<file path="config.mk">
export PLATFORM = sky130hd
export DESIGN_NAME = uart_axi_sched
export DESIGN_NICKNAME = d
export VERILOG_FILES = /design/src/rtl/uart_pkg.sv /design/src/rtl/byte_fifo.sv /design/src/rtl/uart_axi_sched.sv
export SDC_FILE = /design/constraint.sdc
export NUM_CORES = 1
export LEC_CHECK = 0
export CORE_ASPECT_RATIO = 0.8
export CORE_MARGIN = 1
export CORE_UTILIZATION = 25
export CTS_BUF_LIST = sky130_fd_sc_hd__clkbuf_4 sky130_fd_sc_hd__clkbuf_8 sky130_fd_sc_hd__clkbuf_16
export CTS_CLUSTER_SIZE = 30
export DETAILED_ROUTE_END_ITERATION = 6
export GPL_ROUTABILITY_DRIVEN = 1
export GPL_TIMING_DRIVEN = 0
export PLACE_DENSITY = 0.49
export SLEW_MARGIN = 25
export SYNTH_ARGS = -nofsm -noshare
export SYNTH_HDL_FRONTEND = slang
export SYNTH_SLANG_ARGS = --single-unit
</file>
<file path="constraint.sdc">
create_clock -name clk -period 3.09 [get_ports clk]
set_clock_uncertainty 0.05 [all_clocks]
set_input_delay 0.618 -clock clk [delete_from_list [all_inputs] [get_ports clk]]
set_output_delay 0.618 -clock clk [all_outputs]
set_load 0.01 [all_outputs]
</file>
<file path="src/rtl/uart_pkg.sv">
// Shared definitions for the UART AXI-Lite scheduler: FSM state encoding,
// arbitration grant type and default UART register offsets.
package uart_pkg;

    typedef enum logic [2:0] {
        POLL_AR,
        POLL_R,
        RX_AR,
        RX_R,
        TX_AW,
        TX_B
    } sched_state_e;

    typedef enum logic {
        GRANT_RX,
        GRANT_TX
    } grant_e;

    localparam logic [3:0] DEF_STAT_ADDR = 4'h8;
    localparam logic [3:0] DEF_RX_ADDR   = 4'h0;
    localparam logic [3:0] DEF_TX_ADDR   = 4'h4;

endpackage

</file>
<file path="src/rtl/byte_fifo.sv">
// Byte-wide circular FIFO with occupancy count; a push at full succeeds when a
// pop happens in the same cycle, a pop at empty never bypasses a push.
module byte_fifo #(
    parameter int unsigned DEPTH = 4
) (
    input  logic                     clk,
    input  logic                     rstn,
    input  logic                     push,
    input  logic [7:0]               push_data,
    input  logic                     pop,
    output logic [7:0]               head,
    output logic                     full,
    output logic                     empty,
    output logic [$clog2(DEPTH):0]   level
);

    localparam int unsigned AW = $clog2(DEPTH);

    logic [7:0]    mem [DEPTH];
    logic [AW-1:0] wr_ptr;
    logic [AW-1:0] rd_ptr;
    logic          do_push;
    logic          do_pop;

    assign empty   = (level == '0);
    assign full    = (level == (AW+1)'(DEPTH));
    assign do_pop  = pop && !empty;
    assign do_push = push && (!full || do_pop);
    assign head    = mem[rd_ptr];

    // DEPTH is a power of two, so pointers wrap by natural overflow
    always_ff @(posedge clk or negedge rstn) begin
        if (!rstn) begin
            wr_ptr <= '0;
            rd_ptr <= '0;
            level  <= '0;
        end else begin
            if (do_push) wr_ptr <= wr_ptr + 1'b1;
            if (do_pop)  rd_ptr <= rd_ptr + 1'b1;
            case ({do_push, do_pop})
                2'b10:   level <= level + 1'b1;
                2'b01:   level <= level - 1'b1;
                default: level <= level;
            endcase
        end
    end

    always_ff @(posedge clk) begin
        if (do_push) mem[wr_ptr] <= push_data;
    end

endmodule

</file>
<file path="src/rtl/uart_axi_sched.sv">
// Time-shares one AXI-Lite master between UART status polling, RX reads and
// TX writes. Define UART_SCHED_ERRCNT_EN to enable the AXI error counter.
module uart_axi_sched
    import uart_pkg::*;
#(
    parameter int unsigned FIFO_DEPTH = 4,
    parameter logic [3:0]  STAT_ADDR  = DEF_STAT_ADDR,
    parameter logic [3:0]  RX_ADDR    = DEF_RX_ADDR,
    parameter logic [3:0]  TX_ADDR    = DEF_TX_ADDR
) (
    input  logic                          clk,
    input  logic                          rstn,
    output logic [3:0]                    m_axi_araddr,
    output logic                          m_axi_arvalid,
    input  logic                          m_axi_arready,
    input  logic [31:0]                   m_axi_rdata,
    input  logic [1:0]                    m_axi_rresp,
    input  logic                          m_axi_rvalid,
    output logic                          m_axi_rready,
    output logic [3:0]                    m_axi_awaddr,
    output logic                          m_axi_awvalid,
    input  logic                          m_axi_awready,
    output logic [31:0]                   m_axi_wdata,
    output logic [3:0]                    m_axi_wstrb,
    output logic                          m_axi_wvalid,
    input  logic                          m_axi_wready,
    input  logic [1:0]                    m_axi_bresp,
    input  logic                          m_axi_bvalid,
    output logic                          m_axi_bready,
    input  logic                          in_req,
    output logic                          in_ack,
    output logic [7:0]                    in_data,
    input  logic                          out_req,
    output logic                          out_ack,
    input  logic [7:0]                    out_data,
    output logic [$clog2(FIFO_DEPTH):0]   rx_level,
    output logic [$clog2(FIFO_DEPTH):0]   tx_level,
    output logic [7:0]                    err_cnt
);

    sched_state_e state;
    grant_e       last_grant;

    logic       rx_full, rx_empty, tx_full, tx_empty;
    logic [7:0] tx_head;
    logic       r_hs, b_hs;
    logic       rx_push, tx_pop;
    logic       rx_ok, tx_ok;
    logic       unused_ok;

    assign r_hs    = m_axi_rvalid && m_axi_rready;
    assign b_hs    = m_axi_bvalid && m_axi_bready;
    assign rx_push = (state == RX_R) && r_hs && (m_axi_rresp == 2'b00);
    assign tx_pop  = (state == TX_B) && b_hs;
    assign rx_ok   = m_axi_rdata[0] && !rx_full;
    assign tx_ok   = !m_axi_rdata[3] && !tx_empty;

    assign in_ack  = in_req && !rx_empty;
    // out_ack is gated by rstn so it reads 0 while reset is held
    assign out_ack = rstn && out_req && (!tx_full || tx_pop);

    assign unused_ok = ^{m_axi_rdata[31:8], m_axi_bresp};

    byte_fifo #(.DEPTH(FIFO_DEPTH)) u_rx_fifo (
        .clk       (clk),
        .rstn      (rstn),
        .push      (rx_push),
        .push_data (m_axi_rdata[7:0]),
        .pop       (in_ack),
        .head      (in_data),
        .full      (rx_full),
        .empty     (rx_empty),
        .level     (rx_level)
    );

    byte_fifo #(.DEPTH(FIFO_DEPTH)) u_tx_fifo (
        .clk       (clk),
        .rstn      (rstn),
        .push      (out_ack),
        .push_data (out_data),
        .pop       (tx_pop),
        .head      (tx_head),
        .full      (tx_full),
        .empty     (tx_empty),
        .level     (tx_level)
    );

    always_ff @(posedge clk or negedge rstn) begin
        if (!rstn) begin
            state         <= POLL_AR;
            last_grant    <= GRANT_TX;
            m_axi_araddr  <= '0;
            m_axi_arvalid <= 1'b0;
            m_axi_rready  <= 1'b0;
            m_axi_awaddr  <= '0;
            m_axi_awvalid <= 1'b0;
            m_axi_wdata   <= '0;
            m_axi_wstrb   <= '1;
            m_axi_wvalid  <= 1'b0;
            m_axi_bready  <= 1'b0;
        end else begin
            case (state)
                POLL_AR: begin
                    if (!m_axi_arvalid) begin
                        m_axi_arvalid <= 1'b1;
                        m_axi_araddr  <= STAT_ADDR;
                    end else if (m_axi_arready) begin
                        m_axi_arvalid <= 1'b0;
                        m_axi_rready  <= 1'b1;
                        state         <= POLL_R;
                    end
                end
                POLL_R: begin
                    if (r_hs) begin
                        m_axi_rready <= 1'b0;
                        // round-robin: RX wins a tie only if TX was served last
                        if (rx_ok && (!tx_ok || last_grant == GRANT_TX)) begin
                            m_axi_arvalid <= 1'b1;
                            m_axi_araddr  <= RX_ADDR;
                            state         <= RX_AR;
                        end else if (tx_ok) begin
                            m_axi_awvalid <= 1'b1;
                            m_axi_awaddr  <= TX_ADDR;
                            m_axi_wvalid  <= 1'b1;
                            m_axi_wdata   <= {24'd0, tx_head};
                            m_axi_wstrb   <= '1;
                            state         <= TX_AW;
                        end else begin
                            m_axi_arvalid <= 1'b1;
                            m_axi_araddr  <= STAT_ADDR;
                            state         <= POLL_AR;
                        end
                    end
                end
                RX_AR: begin
                    if (m_axi_arready) begin
                        m_axi_arvalid <= 1'b0;
                        m_axi_rready  <= 1'b1;
                        state         <= RX_R;
                    end
                end
                RX_R: begin
                    if (r_hs) begin
                        m_axi_rready  <= 1'b0;
                        last_grant    <= GRANT_RX;
                        m_axi_arvalid <= 1'b1;
                        m_axi_araddr  <= STAT_ADDR;
                        state         <= POLL_AR;
                    end
                end
                TX_AW: begin
                    if (m_axi_awready) m_axi_awvalid <= 1'b0;
                    if (m_axi_wready)  m_axi_wvalid  <= 1'b0;
                    // move on once neither channel still has a pending handshake
                    if ((!m_axi_awvalid || m_axi_awready) && (!m_axi_wvalid || m_axi_wready)) begin
                        m_axi_bready <= 1'b1;
                        state        <= TX_B;
                    end
                end
                TX_B: begin
                    if (b_hs) begin
                        m_axi_bready  <= 1'b0;
                        last_grant    <= GRANT_TX;
                        m_axi_arvalid <= 1'b1;
                        m_axi_araddr  <= STAT_ADDR;
                        state         <= POLL_AR;
                    end
                end
                default: state <= POLL_AR;
            endcase
        end
    end

`ifdef UART_SCHED_ERRCNT_EN
    logic err_evt;
    assign err_evt = (r_hs && m_axi_rresp != 2'b00) || (b_hs && m_axi_bresp != 2'b00);

    always_ff @(posedge clk or negedge rstn) begin
        if (!rstn) begin
            err_cnt <= '0;
        end else if (err_evt && err_cnt != 8'hFF) begin
            err_cnt <= err_cnt + 1'b1;
        end
    end
`else
    assign err_cnt = '0;
`endif

endmodule

</file>
======== Word-level counts from Yosys, hierarchy flattened ========
Memory sizes are Yosys's and may differ from the RTL's. A register that Yosys moved wholly into a read port is not among the register bits.
Index checks and enable logic that the tools add are counted.
W data, S select, Z words.
storage, ports and cells
  flip-flop bits (word level) ............. 28
  bits in latches ......................... 0
  RAM bits ................................ 64
  ROM bits ................................ 0
  output and inout port bits .............. 73
  logic and storage cells ................. 151
  memories ................................ 2
memories
  memory         words  bits a word  read ports  clocked after Yosys merged registers in  write ports  RTL line         source
  u_rx_fifo.mem  4      8            1           0                                        1            byte_fifo.sv:19  logic [7:0] mem [DEPTH];
  u_tx_fifo.mem  4      8            1           1                                        1            byte_fifo.sv:19
operators by class
  add/subtract/negate cells ............... 8
  multipliers ............................. 0
  divide/modulo/power cells ............... 0
  order comparisons ....................... 0
  equality and inequality tests ........... 25
  shift operators ......................... 0
  multiplexer cells ....................... 47
  bitwise logic cells ..................... 1
  reductions and logical operators ........ 53
operators with widths
  cell                   number
  $mux W3                9
  $mux W4                6
  $ne A2 B2 Y1 const B   12
  $mux W1                22
  $pmux W3 S6            1
  $logic_and A1 B1 Y1    16
  $pmux W4 S4            1
  $eq A3 B3 Y1 const B   4
  $pmux W3 S2            2
  $reduce_and A6 Y1      2
  $reduce_and A5 Y1      2
  $reduce_bool A2 Y1     5
  $logic_not A1 Y1       9
  $logic_not A3 Y1       3
  $reduce_and A3 Y1      3
  $add A2 B1 Y2 const B  4
  $pmux W1 S2            4
  $reduce_and A7 Y1      1
  $add A3 B1 Y3 const B  2
  $eq A3 B2 Y1 const B   2
  $logic_or A1 B1 Y1     6
  $sub A3 B1 Y3 const B  2
  $pmux W1 S5            1
  $reduce_bool A5 Y1     1
  12 further kinds       14

======== Depth between registers and ports, before layout ========
Gate-level depths: netlist of the first run.
  depth after elaboration ................. 9
  mapped depth ............................ 10
  mapped depth without buffers ............ 10

======== Modules after synthesis ========
A second synthesis of the first run with hierarchy kept.
unflattened totals
  cells, all modules ...................... 315
  area, all modules ....................... 4633.2 sq um
modules (own cells, without submodules)
  module                  instances  cells an instance  area each (sq um)
  byte_fifo at u_rx_fifo  1          94                 1669.1
  byte_fifo at u_tx_fifo  1          88                 1649.1
  uart_axi_sched          1          133                1315.0

======== Least setup slack after synthesis of the first run ========
OpenSTA, ideal clock, no wires.
  kind .................................... input port to flip-flop
  start ................................... input m_axi_bvalid
  end ..................................... register u_tx_fifo.level[2]
  library setup time ...................... 0.128 ns
  arrival ................................. 2.264 ns
  required time ........................... 2.912 ns
  setup slack ............................. 0.649 ns
  cell stages on the path ................. 10
  path buffers ............................ 0
  cell sequence ........................... and3_1 > nand2_1 > a41oi_1 > inv_1 > ha_1 > inv_1 > fa_1 > xor2_1 > nor2_1 > xor2_1
between the ends
  cells in the longest elaborated chain, start to end .. 7
RTL lines
  element                                            RTL line              source
  start, declared                                    uart_axi_sched.sv:28  input logic m_axi_bvalid,
  $logic_and A1 B1 Y1 (*)                            uart_axi_sched.sv:52  assign b_hs = m_axi_bvalid && m_axi_bready;
  $logic_and A1 B1 Y1 (*)                            uart_axi_sched.sv:54  assign tx_pop = (state == TX_B) && b_hs;
  $logic_or A1 B1 Y1 (*)                             uart_axi_sched.sv:60  assign out_ack = rstn && out_req && (!tx_full || tx_pop);
  $logic_and A1 B1 Y1 (*)                            uart_axi_sched.sv:60
  named net out_ack                                  uart_axi_sched.sv:34  output logic out_ack,
  $logic_and A1 B1 Y1 (*)                            byte_fifo.sv:28       assign do_push = push && (!full || do_pop);
  $eq A2 B1 Y1 or $eq A2 B2 Y1 (tied branches)       byte_fifo.sv:40       case ({do_push, do_pop})
  $pmux W3 S2 or $reduce_bool A2 Y1 (tied branches)  --
  end signal, assigned                               byte_fifo.sv:41       2'b10: level <= level + 1'b1;
  end signal, assigned                               byte_fifo.sv:42       2'b01: level <= level - 1'b1;
  end signal, assigned                               byte_fifo.sv:43       default: level <= level;
  end, declared                                      byte_fifo.sv:14       output logic [$clog2(DEPTH):0] level
The timed path passes the listed nets; every way through them passes the cells marked *.
A chain may end at the register's enable or synchronous reset.

======== Worst setup path in the final report of the first run ========
  start ................................... register u_rx_fifo.rd_ptr[0]
  end ..................................... output in_data[0]
between the ends
  cells in the longest elaborated chain, start to end .. 1
RTL lines
  element                 RTL line              source
  start, declared         byte_fifo.sv:21       logic [AW-1:0] rd_ptr;
  start signal, assigned  byte_fifo.sv:39       if (do_pop) rd_ptr <= rd_ptr + 1'b1;
  $mem_v2 Z4 W8           --
  end, declared           uart_axi_sched.sv:32  output logic [7:0] in_data,
No other way between the ends.

==> results of run 1 <==
## flip-flops by register name, summed over array words and instances, names as in the netlist
name              flops
state                 3
u_rx_fifo.rd_ptr      2
m_axi_arvalid         1
m_axi_awvalid         1
u_rx_fifo.mem        32
m_axi_awaddr          1
m_axi_rready          1
u_rx_fifo.level       3
u_tx_fifo.wr_ptr      2
last_grant            1
u_tx_fifo.mem        32
m_axi_araddr          1
m_axi_bready          1
u_tx_fifo.rd_ptr      2
u_rx_fifo.wr_ptr      2
m_axi_wdata           8
u_tx_fifo.level       3
m_axi_wvalid          1
## worst max-delay path: cells and delay by family (launching register included)
kind                   cells  cell delay, ns
flip-flops                 1            0.75
multiplexers               1            0.60
buffers and inverters      1            0.50
## layout by cell type (no fill, tap or decap), types with 4 or more instances in the layout
master / instances
ha_1: 10
mux4_2: 16
xor2_1: 6
edfxtp_1: 64
mux2_4: 6
nor3_1: 4
clkdlybuf4s50_1: 55
buf_4: 42
conb_1: 42
and2_1: 9
inv_1: 16
a21oi_1: 5
nor2_1: 6
dfrtp_1: 32
o21ai_0: 11
nand2_1: 17
xnor2_1: 6
clkbuf_16: 9
## stage by stage
step	TNS [ns]	hold WS [ns]
finish	0	0.156
global route	0	0.181
CTS	0	0.162
detailed placement	-1.20	0.408
global placement	-36.05	0.401
floorplan	0	0.272
## area by class of cell
class / instances / area share [%]
Buffer: 49 / 6.08
Clock buffer: 13 / 4.61
Sequential cell: 97 / 47.4
Inverter: 16 / 1.03
Tap cell: 225 / 4.85
Multi-Input combinational cell: 172 / 24.7
Clock inverter: 3 / 1.12
Timing Repair Buffer: 58 / 10.2
## power by group
| group | switching (W) | internal [W] |
|---|---|---|
| combinational | 0.000353 | 0.000440 |
| sequential | 0.000121 | 0.00150 |
| clock | 0.000449 | 0.000770 |
## cells by family (layout without fill, tap and decap cells)
| family | after synthesis | count (layout) |
|---|---|---|
| buffers and inverters | 66 | 139 |
| multiplexers | 29 | 29 |
| other | 2 | 42 |
| XOR/XNOR | 12 | 12 |
| AND/OR/NAND/NOR | 48 | 48 |
| flip-flops | 97 | 97 |
| adder cells (fa/ha/maj) | 12 | 12 |
| AO/OA/AOI/OAI | 29 | 29 |
## metal layers
| layer | up-vias | GRT usage [%] |
|---|---|---|
| li1 | 1197 | - |
| met1 | 1200 | 13.8 |
| met2 | 68 | 14.7 |
| met3 | 11 | 2.56 |
| met4 | 0 | 4.69 |
| met5 | - | 0 |
## worst max path at each step
stage / startpoint / to
5_1_grt: u_rx_fifo.rd_ptr[0] / in_data[0]
3_5_place_dp: m_axi_bvalid / out_ack
6_report: u_rx_fifo.rd_ptr[0] / in_data[0]
2_1_floorplan: m_axi_bvalid / u_tx_fifo.level[2]
4_1_cts: u_rx_fifo.rd_ptr[0] / in_data[0]
3_3_place_gp: rstn / out_ack
## repair_timing
item,in CTS,in global routing
gates resized for setup,3,1
setup endpoints to repair,9,1
pin swaps,1,0
==> results.md, run 1 <==
- Critical path's largest stage delay: 0.75 ns
- Drt first-iter violations: 166
- Post-synth EDFFs: 64
- Maximum VDD drop: between 0.0002 and 0.0003 V
- Final WL: roughly 8.5 mm
- Hold crit path type: input port to async pin
- Max clock buf depth: 2
- Endpoints failing hold: 0
- Mapped Area: around 4400 um2
- FF-to-FF Start: state[0]
- Total GRT Usage: 10.1%
- Total power: ~0.0036 W
- Placed instance area: 5450 um2
- Post-route ant nets: 0
- Top cell type's share of synthesized area: 43.4%
- Synth Area in Compound Gates: under 10%
- H-tree depth: 3
- Max Fanout on Critical Path: 10
- Post-layout util: between 30% and 40%
- Clk root buf: clkbuf_16
- Num ports: ~130
- HPWL after DPL: 6.09 mm
- Yosys top cell by area: edfxtp_1
- DRT Pass-1 Iters: 4
- Pin count of the biggest net entering global routing: 20
- Hold_buf cts: 0
- XOR/XNOR Fraction of Synth Area: 2.37%
- Register area: 2750 um2
- Via count: around 2.5k
- Synth-to-layout area growth: 31.1%
- Reg-to-reg endpoint: u_tx_fifo.level[2]
- Result of the run: complete, no violations
- Crit path DAT: 2.19 ns
- Share of cells above drive strength 1: 22.5%
- Post-synthesis simple-gate area fraction: 5.54%
- Postcts setup bufs: 0
- Commonest cells post-synth: edfxtp_1, buf_4, dfrtp_1
- Crit. End Element: output pin
- Max Fclk: 350 MHz
- PnR worst setup slack: 0.236 ns
- Static Leak: 2.33 nW
- DR top layer: met4
- Core area: 17300 um2
- CTS tree: done
- Residual DRC: 0
- Slew margin rel.: 42.9%
- Ys flop type: edfxtp_1
- Diodes inserted: 0
- DR WL/cell: roughly 13 um
- Die Y: 121 um
- FF-to-FF setup slack: 0.40 ns
- Yosys cell types: 44
- Worst path cell trace: mux4_2, clkdlybuf4s50_1
- Metal-1 WL: 4.18 mm
- Max-slew violations: 0
- RSZ-0062 raised after global routing: no
- Startpoint Class: flop
- Final period util: a little over 90%
- Met3 WL: 361 um
- Overall die width: 151 um
- Cells after Synth: 295
- RD Place Congestion: 0.760
- Final setup violating endpoints: 0
- Register area share after synthesis: around 62%
- Ys async rst share: 34.0%
- Post-synthesis mux area share: 11.9%
- Least-Margin Pin Slew: 0.850 ns
- R2R depth: 9
- Via density: 3.91
- Layout fillers: 1687
- Layout Cells excl Fill: 633
- Largest family of logic cells by synthesized area: multiplexers
- # port buffers: 57
- Yosys synthesis warning count: 0
- NumNets Final: 468
- DR WL met2: 3.82 mm
- Most frequent cell after synthesis: edfxtp_1
- Initial Utilization: between 20% and 30%
- Area of the multi-input gates: 1440 um2
- PD cells: 627 nW/um2
- Total grt overflow: 0
- Worst EP required: 2.42 ns
- Initial antenna violation count: 0
- Total CTS buffers: 9
- Crit-path slowest cell: dfrtp_1
- Max_cap viols: 0
- Finished Cell Area: 5800 um2
- Num Clock Sinks: 97
- Worst slack at placement: -0.395 ns
- First-pass GRT wire length: 13.2 mm
- Die area: 18300 um2
- # rows: between 40 and 50
- Worst skew pair latency: approximately 0.34 ns
- Worst-path clk slew: 0.06 ns
- Critical path class: flop to output pin
- Ranking of synthesized cells by area: edfxtp_1, dfrtp_1, mux4_2, buf_4, ha_1
- Vias in the first global route: 2409
- DP Cell Count: 618
- Syn Area/Cell: between 15 and 20 um2
- Adder-cell share of the synthesized area: 3.73%
- Fin crit period: 2.85 ns
- FF+latch count, synth: 97
Note: power is estimated with default switching activity, not from simulation.
==> run 2: changes to the inputs <==
- TNS_END_PERCENT: default -> 1
==> results of run 2 <==
No change in the layout: final DEF, timing and power equal those of run 1.
==> run 3: changes to the inputs <==
- GPL_TIMING_DRIVEN: 0 -> 1
==> results.md, run 3 (same netlist as run 1, synthesis figures left out) <==
- Initial Utilization: 25.6% (unchanged)
- H-tree depth: 3 (unchanged)
- Residual DRC: 0 (unchanged)
- Total grt overflow: 0 (unchanged)
- Max clock buf depth: 2 (unchanged)
- Share of cells above drive strength 1: 15.6% (was 22.5%)
- Crit. End Element: output pin (unchanged)
- Slew margin rel.: 56.9% (was 42.9%)
- NumNets Final: 432 (was 468)
- Vias in the first global route: 2441 (was 2409)
- Final setup violating endpoints: 0 (unchanged)
- Fin crit period: 2.82 ns (was 2.85 ns)
- Setup TNS: 0 ns (unchanged)
- Max Fanout on Critical Path: 9 (was 10)
- Hold crit path type: input port to async pin (unchanged)
- Crit path buf inv count: 1 (unchanged)
- Total GRT Usage: 10.2% (was 10.1%)
- CTS tree: done (unchanged)
- First-pass GRT wire length: 13.4 mm (was 13.2 mm)
- Clock power frac: 32.8% (was 33.5%)
- Gate power share: 21.1% (was 21.8%)
- Crit path max-delay family: flip-flops (unchanged)
- # port buffers: 57 (unchanged)
- DP Cell Count: 581 (was 618)
- Pin count of the biggest net entering global routing: 34 (was 20)
- Final period util: 91.3% (was 92.4%)
- Layout Cells excl Fill: 597 (was 633)
- Pint: 0.00263 W (was 0.00271 W)
- Worst skew pair latency: 0.35 ns (was 0.34 ns)
- Crit-path slowest cell: dfrtp_1 (unchanged)
- Crit path DAT: 2.15 ns (was 2.19 ns)
- DR WL/cell: 14.3 um (was 13.5 um)
- RD Place Congestion: 0.758 (was 0.760)
- RSZ-0062 raised after global routing: no (unchanged)
- Switch share: 26.2% (was 25.4%)
- Critical path class: flop to output pin (unchanged)
- Max Fclk: 355 MHz (was 350 MHz)
- Max_cap viols: 0 (unchanged)
- Die area: 18300 um2 (unchanged)
- Total power: 0.00357 W (was 0.00364 W)
- Biggest regs: u_rx_fifo.mem: 32 flops, u_tx_fifo.mem: 32 flops, m_axi_wdata: 8 flops (unchanged)
- Worst-path clk slew: 0.07 ns (was 0.06 ns)
- DRT Pass-1 Iters: 4 (unchanged)
- Overall die width: 151 um (unchanged)
- Post-route ant nets: 0 (unchanged)
- Drt first-iter violations: 157 (was 166)
- Initial antenna violation count: 0 (unchanged)
- Via density: 3.97 (was 3.91)
- Final WL: 8.52 mm (was 8.53 mm)
- Total CTS buffers: 9 (unchanged)
- HPWL after DPL: 5.92 mm (was 6.09 mm)
- Worst EP required: 2.42 ns (about the same)
- Least-Margin Pin Slew: 0.647 ns (was 0.850 ns)
- Via count: 2369 (was 2476)
- PD cells: 650 nW/um2 (was 627 nW/um2)
- Static Leak: 2.14 nW (was 2.33 nW)
- Sequential Power Share: 46.1% (was 44.7%)
- Num ports: 126 (unchanged)
- Endpoints failing hold: 0 (unchanged)
- Clk root buf: clkbuf_16 (unchanged)
- # rows: 43 (unchanged)
- Synth-to-layout area growth: 23.9% (was 31.1%)
- Critical path's largest stage delay: 0.71 ns (was 0.75 ns)
- Diodes inserted: 0 (unchanged)
- Startpoint Class: flop (unchanged)
- Most common cell after layout, fill and taps aside: edfxtp_1 (unchanged)
- Core area: 17300 um2 (unchanged)
- Worst path cell trace: mux4_2, clkdlybuf4s50_1 (unchanged)
- Num Clock Sinks: 97 (unchanged)
- Psw: 0.000936 W (was 0.000923 W)
- Max-slew violations: 0 (unchanged)
- Commonest cells after routing, fill and taps aside: edfxtp_1, clkdlybuf4s50_1, conb_1 (was edfxtp_1, clkdlybuf4s50_1, buf_4, conb_1, dfrtp_1)
- Result of the run: complete, no violations (unchanged)
- Maximum VDD drop: 0.000231 V (was 0.000278 V)
- Die Y: 121 um (unchanged)
[run 3: what timing repair did]
item                                    CTS  global route
hold buffers                              0             0
endpoints found under the setup margin    0             1
resized for setup                         0             1
setup buffers                             0             0
[run 3: worst reg2reg max path: stages (launching register included)]
cell and delay, ns:
dfrtp_1 0.44, or3b_1 0.47, o2111a_1 0.36, inv_1 0.09, ha_1 0.18, inv_1 0.06
fa_1 0.37, xor2_1 0.15, nor2_1 0.11, xor2_1 0.14
[run 3: layout make-up]
type                            count  area [um2]
Fill cell                        1710       11800
Sequential cell                    97        2750
Multi-Input combinational cell    172        1410
Timing Repair Buffer               71         673
Tap cell                          225         282
Clock buffer                        9         225
Clock inverter                      7        85.1
Inverter                           16        60.1
[run 3: power groups by stage]
stage | registers, W | clock network [W] | logic (W)
after detailed placement | 0.00167 | 0 | 0.000764
after floorplan | 0.00161 | 0 | 0.000474
after global routing | 0.00167 | 0.00126 | 0.000831
after global placement | 0.00167 | 0 | 0.000747
final | 0.00165 | 0.00117 | 0.000753
after CTS | 0.00165 | 0.00120 | 0.000768
[run 3: worst paths after layout]
check,start,to,slack [ns],depth (start not counted)
worst max-delay path,u_rx_fifo.rd_ptr[0],in_data[3],0.27,2
worst min-delay path,rstn,u_tx_fifo.wr_ptr[0],0.31,2
worst max register to register,u_rx_fifo.level[0],u_rx_fifo.level[2],0.58,9
worst min register to register,m_axi_awaddr[2],m_axi_awaddr[2],0.42,1
max in group asynchronous,rstn,last_grant,2.32,2
min in group clk,m_axi_awaddr[2],m_axi_awaddr[2],0.42,1
[run 3: stage by stage]
step                      cell area (um2)  hold slack (ns)  setup WS, ns  utilization, %
after floorplan                      4580            0.272         0.649               -
after global placement               5170            0.399         0.122            29.9
after detailed placement             5170            0.412         0.105            29.9
after CTS                            5480            0.340        0.0819            31.7
after global routing                 5490            0.353         0.159            31.7
final                                5490            0.308         0.270            31.7
[run 3: layer usage]
metal	global-route usage [%]	vias to the layer above	share of wire, %
li1	-	1123	-
met1	13.8	1167	47
met2	15.2	67	46
met3	2.41	12	4.8
met4	4.88	0	2.1
met5	0	-	0
